===== src/rtl/prog_clk_divider.sv =====
// prog_clk_divider: programmable clock divider with square, pulse and duty modes.
// Settings load into a pending slot and take effect only at a period boundary.
//
// Ports:
//   clk      - single clock, all logic on its rising edge
//   rst      - asynchronous active-high reset
//   en       - count enable
//   div_ld   - one-cycle strobe, captures div_val/mode/duty_val as pending
//   div_val  - requested divisor (0 and 1 are treated as 2)
//   mode     - 0/3 square, 1 single-cycle pulse, 2 programmable duty
//   duty_val - high-cycle count used in mode 2
//   clkout   - registered divided clock
//   tick     - registered strobe, high on the last cycle of each period
//   pend     - a loaded setting is waiting for the next boundary
//   cur_div  - active effective divisor
module prog_clk_divider #(
    parameter int WIDTH       = 8,
    parameter int DEFAULT_DIV = 8
) (
    input  logic             clk,
    input  logic             rst,
    input  logic             en,
    input  logic             div_ld,
    input  logic [WIDTH-1:0] div_val,
    input  logic [1:0]       mode,
    input  logic [WIDTH-1:0] duty_val,
    output logic             clkout,
    output logic             tick,
    output logic             pend,
    output logic [WIDTH-1:0] cur_div
);

    localparam logic [WIDTH-1:0] ONE = WIDTH'(1);
    localparam logic [WIDTH-1:0] TWO = WIDTH'(2);
    localparam logic [WIDTH-1:0] DEF_D =
        (DEFAULT_DIV < 2) ? TWO : WIDTH'(DEFAULT_DIV);

    logic [WIDTH-1:0] act_d;
    logic [1:0]       act_mode;
    logic [WIDTH-1:0] act_duty;
    logic [WIDTH-1:0] pnd_d;
    logic [1:0]       pnd_mode;
    logic [WIDTH-1:0] pnd_duty;
    logic [WIDTH-1:0] cnt;

    logic [WIDTH-1:0] ld_d;
    logic             at_end;
    logic             apply;
    logic [WIDTH-1:0] nxt_d;
    logic [1:0]       nxt_mode;
    logic [WIDTH-1:0] nxt_duty;
    logic [WIDTH-1:0] nxt_h;
    logic [WIDTH-1:0] cnt_next;

    // High-cycle threshold; always lands in 1..d-1 so every
    // period has at least one high and one low cycle.
    function automatic logic [WIDTH-1:0] hi_thresh(
        input logic [WIDTH-1:0] d,
        input logic [1:0]       m,
        input logic [WIDTH-1:0] du
    );
        logic [WIDTH-1:0] h;
        h = d >> 1;
        case (m)
            2'd1: h = ONE;
            2'd2: begin
                if (du == '0)
                    h = ONE;
                else if (du > d - ONE)
                    h = d - ONE;
                else
                    h = du;
            end
            default: h = d >> 1;
        endcase
        return h;
    endfunction

    assign ld_d    = (div_val < TWO) ? TWO : div_val;
    assign at_end  = (cnt == act_d - ONE);

    // Swap at the boundary while running; when stopped there is no
    // boundary to wait for, so swap on the next edge.
    assign apply   = pend && (en ? at_end : 1'b1);

    assign nxt_d    = apply ? pnd_d    : act_d;
    assign nxt_mode = apply ? pnd_mode : act_mode;
    assign nxt_duty = apply ? pnd_duty : act_duty;
    assign nxt_h    = hi_thresh(nxt_d, nxt_mode, nxt_duty);
    assign cnt_next = at_end ? '0 : cnt + ONE;

    assign cur_div = act_d;

    always_ff @(posedge clk or posedge rst) begin
        if (rst) begin
            cnt      <= '0;
            clkout   <= 1'b0;
            tick     <= 1'b0;
            pend     <= 1'b0;
            act_d    <= DEF_D;
            act_mode <= 2'd0;
            act_duty <= ONE;
            pnd_d    <= DEF_D;
            pnd_mode <= 2'd0;
            pnd_duty <= ONE;
        end else begin
            if (en) begin
                cnt    <= cnt_next;
                clkout <= (cnt_next < nxt_h);
                tick   <= (cnt_next == nxt_d - ONE);
            end else begin
                tick <= 1'b0;
                if (apply)
                    cnt <= '0;
            end

            if (apply) begin
                act_d    <= pnd_d;
                act_mode <= pnd_mode;
                act_duty <= pnd_duty;
            end

            // A load on the swap edge stays pending for the next boundary.
            if (div_ld) begin
                pnd_d    <= ld_d;
                pnd_mode <= mode;
                pnd_duty <= duty_val;
                pend     <= 1'b1;
            end else if (apply) begin
                pend <= 1'b0;
            end
        end
    end

endmodule


===== config.mk =====
export PLATFORM = sky130hd
export DESIGN_NAME = prog_clk_divider
export DESIGN_NICKNAME = d
export VERILOG_FILES = /design/src/rtl/prog_clk_divider.sv
export SDC_FILE = /design/constraint.sdc
export NUM_CORES = 1
export LEC_CHECK = 0
export BUFFER_PORTS_ARGS = -buffer_cell sky130_fd_sc_hd__buf_4
export CAP_MARGIN = 20
export CORE_UTILIZATION = 50
export DETAILED_ROUTE_END_ITERATION = 10
export PLACE_DENSITY = 0.74
export SLEW_MARGIN = 25
export SYNTH_ARGS = -nofsm -noshare
export SYNTH_HDL_FRONTEND = slang
export SYNTH_SLANG_ARGS = --single-unit
export TNS_END_PERCENT = 10

===== constraint.sdc =====
create_clock -name clk -period 14.1 [get_ports clk]
set_input_delay 2.115 -clock clk [delete_from_list [all_inputs] [get_ports clk]]
set_output_delay 2.115 -clock clk [all_outputs]
set_load 0.02 [all_outputs]

**After elaboration in Yosys (flattened, before gate mapping)**

Index checks and enable logic that the tools add are counted.

- Flip-flop bits (word level): 47
- Input bits: 22
- Output and inout port bits: 11
- Logic and storage cells: 38

- Add/subtract/negate cells: 3
- Order comparisons: 3
- Equal/unequal tests: 4
- Muxes and demuxes: 14
- Reductions and logical operators: 4

Operators with widths:

| operator | number |
|---|---|
| 8-bit two-way mux | 8 |
| 8-bit == test | 2 |
| 8-bit one-hot mux with 2 select lines | 1 |
| 8-bit by 1-bit subtractor with 8-bit output (second input constant) | 2 |
| 8-bit by 1-bit adder with 8-bit output (second input constant) | 1 |
| 8-bit > comparator | 1 |
| 8-bit zero test | 1 |
| 8-bit by 2-bit less-than comparator with 1-bit output (second input constant) | 1 |
| 8-bit less-than comparator | 1 |
| 1-bit two-way mux | 4 |
| 2-bit nonzero test | 2 |
| 2-bit by 1-bit == test with 1-bit output (second input constant) | 1 |
| 2-bit == test (second input constant) | 1 |
| 2-bit two-way mux | 1 |
| 1-bit logical AND | 1 |

**Logic depth before layout (Yosys ltp)**

Gate-level depths: netlist (run 1).

- Depth after elaboration: 11
- Gate-level depth with buffers: 30
- Depth with buffers taken out: 27

**Worst setup path before layout (run 1)**

OpenSTA, ideal clock, no wires.

- Kind: in2reg
- Start point: in en
- End point: reg clkout
- Setup time: 0.135 ns
- Arrival time: 5.847 ns
- Required time: 13.965 ns
- Path slack: 8.118 ns
- Cell stages on the path: 23
- Buffers on the path: 3
- Path through: inv_1 > o21ai_2 > buf_6 > buf_2 > mux2_2 > ha_1 > nor2b_1 > o21a_1 > o21ai_0 > nand2b_1 > a21oi_1 > o21a_1 > a41o_1 > clkbuf_1 > nand2_1 > o21ai_0 > nand3_1 > ha_1 > nand3_1 > nor2_1 > nand3_1 > o311ai_0 > a21oi_1

- Elaborated cells between the ends (all ways): 14
- Classes of those cells: 1 x add/sub; 2 x order compare; 2 x eq/ne; 7 x mux; 2 x reduce/logical

RTL lines:

| element | line | source |
|---|---|---|
| start: declaration | 22 | `input logic en,` |
| 1-bit two-way mux (*) | 84 | `assign apply = pend && (en ? at_end : 1'b1);` |
| 1-bit logical AND (*) | 84 |  |
| 8-bit two-way mux (*) | n/a |  |
| net nxt_duty[1] | 51 | `logic [WIDTH-1:0] nxt_duty;` |
| 8-bit > comparator | 69 | `else if (du > d - ONE)` |
| 8-bit two-way mux | 69 |  |
| 8-bit two-way mux (*) | 67 | `if (du == '0)` |
| 8-bit one-hot mux with 2 select lines (*) | 64 | `case (m)` |
| 8-bit less-than comparator (*) | 109 | `clkout <= (cnt_next < nxt_h);` |
| end signal: assignment | 109 |  |
| end: declaration | 27 | `output logic clkout,` |

Mark *: on every way through the listed nets, which the timed path passes. The rest lies on a longest branch.
A chain may end at the register's enable or synchronous reset.

**Worst setup path in the final report (run 1)**

- Start point: reg act_d[0], in the netlist cur_div[0]
- End point: reg clkout

- Longest elaborated chain between the ends: 11
- Elaborated cells between the ends (all ways): 17
- Classes of those cells: 2 x add/sub; 2 x order compare; 3 x eq/ne; 8 x mux; 2 x reduce/logical

Ends and longest elaborated chain:

| element | line | source |
|---|---|---|
| start: declaration | 38 | `logic [WIDTH-1:0] act_d;` |
| start signal: assignment | 118 | `act_d <= pnd_d;` |
| 8-bit by 1-bit subtractor with 8-bit output | 80 | `assign at_end = (cnt == act_d - ONE);` |
| 8-bit == test | 80 |  |
| 1-bit two-way mux | 84 |  |
| 1-bit logical AND | 84 |  |
| 8-bit two-way mux | n/a |  |
| 8-bit by 1-bit subtractor with 8-bit output | 69, 70 |  |
| 8-bit > comparator | 69 |  |
| 8-bit two-way mux | 69 |  |
| 8-bit two-way mux | 67 |  |
| 8-bit one-hot mux with 2 select lines | 64 |  |
| 8-bit less-than comparator (*) | 109 |  |

Every way passes the cells marked *; elsewhere a longest branch is shown, timed or not.

==> flow_summary_export.csv, run 1 <==
group,metric,value,unit
timing,fin_crit_sh,0.464,
pwr,vdd.ir_drop.worst,0.0000902,V
floorplanning,die_h,83.9,µm
layout,drive_above_1_share,0.229,
clocking,htreeDepth,2,
clocking,clock-sinks,47,
layout,utilization,0.587,
global_routing,grt_max_degree,48,
critical_path,startpoint_type,"flip-flop",
timing,setup_viol,0,
clocking,cts-root-buf,"clkbuf_8",
global_routing,antenna_found_initial,0,
critical_path,path_max_fanout,41,
critical_path,crit_type,"reg -> reg",
timing,hold_viol,0,
run_status,status,"finished with violations",
yosys,syn_avg_cell_area,9.42,µm²
clocking,cts.clk_slew.worst_paths,90,ps
layout,fillers,547,
timing,drv_slew,0,
floorplanning,die-area,0.00704,mm²
yosys,ys_ff_latch,47,
layout,final_cell_mix,"43 x dfrtp_1, 33 x mux2_2, 33 x buf_4",
clocking,cts_hold_buf,0,
floorplanning,ios,33,
placement,place_congestion,0.912,
timing,period_needed,6540,ps
yosys,synth_top_flop_cell,"dfrtp_1",
clocking,numCtsBuffers,5,
routing,wl_per_cell,17.3,µm
yosys,syn-num-nets,397,
clocking,cts_setup_buffers,0,
layout,diodes,0,
timing,skew,8.92,ps
floorplanning,start_util,0.522,
placement,portBuffers,32,
timing,worstMarginPinSlew,884,ps
clocking,cts_max_path_buffers,2,
routing,drt_iter0_markers,152,
routing,drt-total-wl,7920,µm
floorplanning,core.rowCount,29,
pwr,p_total,513,µW
placement,hpwl,5920,µm
flow_run,maxCapViolCount,0,
run_status,violations,"DRC",
timing,relSlewSlack,0.411,
timing,timing.setup.tns,0,ps
global_routing,grtUsageTotal,0.241,
yosys,async_flop_share,1.00,
routing,dr_total_vias,2727,
critical_path,cp.required,14290,ps
yosys,yosysSeqAreaShare,0.352,
yosys,ys_types,59,
clocking,cts_resized,0,
yosys,yosysWarnings,0,
floorplanning,die_x,83.9,µm
critical_path,end_kind,"flip-flop",
yosys,netlist_instances,356,
pwr,p_per_area,136,mW/mm²
floorplanning,core_area,0.00642,mm²
routing,first_pass_iters,7,
hold_path,hold_path_class,"reg -> reg",
routing,drc,4,
layout,final_common_cell,"dfrtp_1",
yosys,synth_edf_count,0,
hold_path,hold_path_depth,1,
global_routing,grt-ovfl-total,0,
routing,antenna_left,0,
clocking,clock_latency,310,ps
timing,timing.fmax,153,MHz
clocking,cts_tree,"built",
global_routing,grt_pass1_vias,2808,
critical_path,worstPathArrival,6740,ps
pwr,leakagePower,0.00164,µW
yosys,netlist_area,0.00335,mm²
timing,rsz0062_at_grt,"false",
layout,area_growth,12.3,%
layout,nNetsFinal,420,
routing,via_per_inst,5.97,
critical_path,r2r.worst_path.cells,27,
global_routing,grt_pass1_wl,13300,µm
-- metal layers --
metal,global-route usage,share of wire
met5,0,0
met4,0.111,0.024
met3,0.0366,0.070
met2,0.416,0.48
met1,0.297,0.42
-- registers in the layout, indices dropped and copies added, names as in the netlist, 2 cells and up --
| register | flops |
|---|---|
| pnd_duty | 8 |
| cur_div | 8 |
| act_mode | 2 |
| cnt | 8 |
| act_duty | 8 |
| pnd_mode | 2 |
| pnd_d | 8 |
-- worst paths after layout --
check / start / slack [ps] / to
max reg2reg: cur_div[0] / 7560 / clkout
min in group asynchronous: rst / 1950 / cur_div[6]
min: pnd_mode[1] / 520 / pnd_mode[1]
max: cur_div[0] / 7560 / clkout
min reg2reg: pnd_mode[1] / 520 / pnd_mode[1]
max in group asynchronous: rst / 11650 / pnd_duty[3]
-- metrics by stage --
step                setup slack, ps  hold slack, ps  instance area [µm²]  std cells
global route                   6970             543                 3770        457
CTS                            7600             519                 3770        457
global placement               7650             494                 3630        449
detailed placement             7470             498                 3630        449
floorplan                      8120             477                 3350        356
finish                         7560             518                 3770        457
-- cell families after synthesis --
logic type	share of synthesized area
xor gates and xnor gates	0.0571
buffers and inverters	0.0429
adders and majority gates	0.0709
AOI/OAI and AO/OA	0.178
and+or+nand+nor	0.164
DFF	0.352
muxes	0.135
-- worst max-delay path: stages (launching register included) --
cell and delay, ps:
dfrtp_1 540, inv_1 120, ha_1 190, or3b_2 460
nor3_1 190, xnor2_1 130, a2111oi_4 830, o21ai_4 50
buf_4 300, a21oi_1 460, xnor2_1 200, ha_1 280
nor2b_1 140, o21a_1 150, o21ai_0 180, nand2b_1 80
a21oi_1 260, o21a_1 200, a41o_1 330, nand2_1 90
o21ai_0 90, nand3_1 100, ha_1 310, nand3_1 100
nor2_1 150, nand3_1 110, o311ai_0 280, a21oi_1 90
-- layout make-up --
class | instances | area, µm² | area share
Inverter | 18 | 68.8 | 0.0183
Sequential cell | 47 | 1180 | 0.314
Clock buffer | 5 | 68.8 | 0.0183
Clock inverter | 3 | 67.6 | 0.0179
Multi-Input combinational cell | 274 | 2040 | 0.541
Timing Repair Buffer | 33 | 248 | 0.0658
Tap cell | 77 | 96.3 | 0.0256
-- synth_stat cells, drive strengths merged, types with 2 or more instances --
master   n  area (µm²)
o31ai    5        37.5
nand2b  12        75.1
nor2    25        93.8
clkbuf  11        41.3
o31a     2        17.5
o21ai   29         149
dfstp    4         105
mux2    33         372
o21a     3        22.5
or4      2        18.8
ha      19         238
nand2   18        67.6
buf      6        35.0
dfrtp   43        1080
nor3    10        61.3
a211oi   3        22.5
o211ai   3        22.5
mux2i    7        82.6
nand3   11        55.1
nor2b    7        43.8
a41o     2        20.0
nor4     9        56.3
a21oi   17        85.1
xnor2    8        70.1
a22oi    6        45.0
a21o     2        15.0
o22ai    2        12.5
and3     4        25.0
inv     18        67.6
xor2    13         121
-- report_power, final --
part	switching, µW	internal (µW)
logic	117	93.2
registers	28.6	156
clock network	48.1	70.7
total	194	319
Note: power is estimated with default switching activity, not from simulation.
==> run 2: changes to the inputs <==
--- a/config.mk
+++ b/config.mk
@@ -5,11 +5,12 @@
 export SDC_FILE = /design/constraint.sdc
 export NUM_CORES = 1
 export LEC_CHECK = 0
+export ABC_AREA = 1
 export BUFFER_PORTS_ARGS = -buffer_cell sky130_fd_sc_hd__buf_4
 export CAP_MARGIN = 20
 export CORE_UTILIZATION = 50
 export DETAILED_ROUTE_END_ITERATION = 10
-export PLACE_DENSITY = 0.74
+export PLACE_DENSITY = 0.77
 export SLEW_MARGIN = 25
 export SYNTH_ARGS = -nofsm -noshare
 export SYNTH_HDL_FRONTEND = slang
==> constraint.sdc (replaced) <==
create_clock -name clk -period 5.6 [get_ports clk]
set_input_delay 0.84 -clock clk [delete_from_list [all_inputs] [get_ports clk]]
set_output_delay 0.84 -clock clk [all_outputs]
set_load 0.02 [all_outputs]
==> run 2 against run 1 <==
Compared with the run above: the run now ends clean; first-iteration DRC count up 11%; final area shrank 4.6%; synthesized cell count grew 21%; worst setup slack worse by 7000 ps; power increased by 120%; cell count is 18% higher; critical path depth grew 6; global-route usage down 0.085 points; non-clock buffer count unchanged; critical path type unchanged; critical endpoint unchanged; largest power group unchanged.
==> flow_summary_export.csv, run 2 <==
group,metric,value,unit
hold_path,whs_endpoint,"clkout",
floorplanning,die_h,81.9,µm
layout,diodes,0,
yosys,yosysSeqAreaShare,0.370,
timing,period_needed,5040,ps
pwr,p_per_area,315,mW/mm²
floorplanning,core_area,0.00603,mm²
global_routing,grt-ovfl-total,0,
yosys,netlist_area,0.00319,mm²
yosys,ys_types,36,
routing,dr_total_vias,2818,
yosys,synth_edf_count,0,
yosys,synth_top_cells_by_count,"128 x nand2_1, 72 x inv_1, 43 x dfrtp_1",
critical_path,cp_common_cell,"nand2_1",
critical_path,worstPathArrival,5290,ps
layout,utilization,0.596,
clocking,cts-root-buf,"clkbuf_8",
timing,drv_slew,0,
timing,worstMarginPinSlew,797,ps
critical_path,cp.required,5850,ps
floorplanning,start_util,0.530,
flow_run,maxCapViolCount,0,
clocking,clock_latency,300,ps
yosys,syn_avg_cell_area,7.39,µm²
clocking,cts.clk_slew.worst_paths,100,ps
timing,timing.fmax,198,MHz
pwr,leakagePower,0.00194,µW
global_routing,grtUsageTotal,0.241,
placement,place_congestion,0.880,
run_status,status,"finished, final reports clean",
placement,portBuffers,32,
yosys,async_flop_share,1.00,
pwr,vdd.ir_drop.worst,0.000177,V
timing,fin_crit_sh,0.900,
clocking,htreeDepth,2,
critical_path,critPathMaxStageDelay,440,ps
critical_path,r2r.worst_path.cells,33,
global_routing,antenna_found_initial,0,
clocking,cts_tree,"built",
routing,drt-total-wl,7180,µm
routing,antenna_left,0,
layout,drive_above_1_share,0.164,
critical_path,path_max_fanout,15,
clocking,numCtsBuffers,5,
hold_path,hold_path_depth,2,
hold_path,min_from,"clkout",
floorplanning,ios,33,
timing,setup_viol,0,
timing,timing.setup.tns,0,ps
yosys,synthMostInstantiatedCell,"nand2_1",
timing,hold_viol,0,
clocking,cts_max_path_buffers,2,
floorplanning,die_x,81.9,µm
critical_path,crit_slowest_cell,"dfrtp_1",
yosys,syn-num-nets,473,
routing,drt_iter0_markers,168,
yosys,ys_ff_latch,47,
clocking,clock-sinks,47,
critical_path,end_kind,"flip-flop",
layout,final_cell_mix,"128 x nand2_1, 71 x inv_1, 43 x dfrtp_1",
yosys,yosysTopAreaCell,"dfrtp_1",
floorplanning,die-area,0.00671,mm²
layout,nNetsFinal,504,
yosys,synth_area_leaders,"dfrtp_1 34%, nand2_1 15%, inv_1 8.5%",
clocking,cts_setup_buffers,0,
global_routing,grt_pass1_vias,2763,
layout,area_growth,12.5,%
timing,relSlewSlack,0.468,
timing,rsz0062_at_grt,"false",
timing,skew,8.50,ps
yosys,synth_top_area_share,0.337,
global_routing,grt_pass1_wl,12200,µm
global_routing,grt_max_degree,48,
layout,final_common_cell,"nand2_1",
hold_path,hold_path_class,"reg -> reg",
floorplanning,core.rowCount,28,
critical_path,r2r-start,"cur_div[0]",
yosys,netlist_instances,432,
yosys,synth_top_flop_cell,"dfrtp_1",
routing,first_pass_iters,4,
routing,via_per_inst,5.23,
critical_path,crit_type,"reg -> reg",
critical_path,startpoint_type,"flip-flop",
critical_path,r2r_setup_slack,560,ps
routing,drc,0,
yosys,yosysWarnings,0,
routing,wl_per_cell,13.3,µm
critical_path,rr_endpoint,"clkout",
placement,hpwl,5710,µm
-- run 2: cell count changes after synthesis, sizes merged, moves of 8 or more --
cell    previous run  this run
mux2              33         0
nor4               9         1
o21ai             29        38
inv               18        78
nand2             18       134
nand2b            12         0
nand3             11        20
-- run 2: timing repair --
action	4_1_cts	5_1_grt
hold buffers	0	0
endpoints found under the setup margin	0	1
resized for setup	0	3
-- run 2: cell families (layout without fill, tap and decap cells) --
family,count (synthesis),in the layout,share of synthesized area
DFF,47,47,0.370
buffers and inverters,88,120,0.109
xor gates and xnor gates,19,19,0.0592
adders and majority gates,19,19,0.0745
and+or+nand+nor,196,196,0.260
AOI/OAI and AO/OA,63,63,0.128
-- run 2: metal layers --
layer | vias to the layer above | part of all wire | global-route usage
met5 | - | 0 | 0
met4 | 0 | 0.025 | 0.0877
met1 | 1325 | 0.45 | 0.296
li1 | 1411 | - | -
met2 | 65 | 0.49 | 0.420
met3 | 17 | 0.038 | 0.0400
-- run 2: how the worst max path moves through the flow --
stage                     from     end  slack (ps)  cells after the start
floorplan           cur_div[0]  clkout         860                     34
global placement    cur_div[0]  clkout         450                     33
detailed placement  cur_div[0]  clkout         200                     33
CTS                 cur_div[0]  clkout         150                     33
global route        cur_div[0]  clkout          70                     35
finish              cur_div[0]  clkout         560                     33
-- run 2: stage by stage --
stage | hold slack, ps | power (µW) | setup slack [ps] | cell area (µm²) | cells
2_1_floorplan | 437 | 784 | 857 | 3190 | 432
3_3_place_gp | 463 | 897 | 448 | 3480 | 531
3_5_place_dp | 475 | 912 | 198 | 3480 | 531
4_1_cts | 501 | 1130 | 153 | 3570 | 539
5_1_grt | 515 | 1220 | 75.0 | 3590 | 539
6_report | 495 | 1130 | 558 | 3590 | 539
-- run 2: report_power, final --
group	leakage (µW)	switching [µW]	internal [µW]	total (µW)
clock	0.0000485	123	89.7	213
combinational	0.00133	316	182	499
sequential	0.000569	35.3	384	419
total	0.00194	475	656	1130
-- run 2: worst max-delay path, delay by kind of cell (launching register included) --
kind                     cells  cell delay, ps
AO/OA/AOI/OAI                7            1410
AND/OR/NAND/NOR             17            1430
buffers and inverters        5             650
flip-flops                   1             440
XOR/XNOR                     1             230
adder cells (fa/ha/maj)      3             810
-- run 2: layout make-up --
type,count,area (µm²)
timing repair buffer,33,248
sequential,47,1180
multi-input combinational,297,1680
tap,75,93.8
clock buffer,5,68.8
fill,539,2430
inverter,79,298
clock inverter,3,22.5
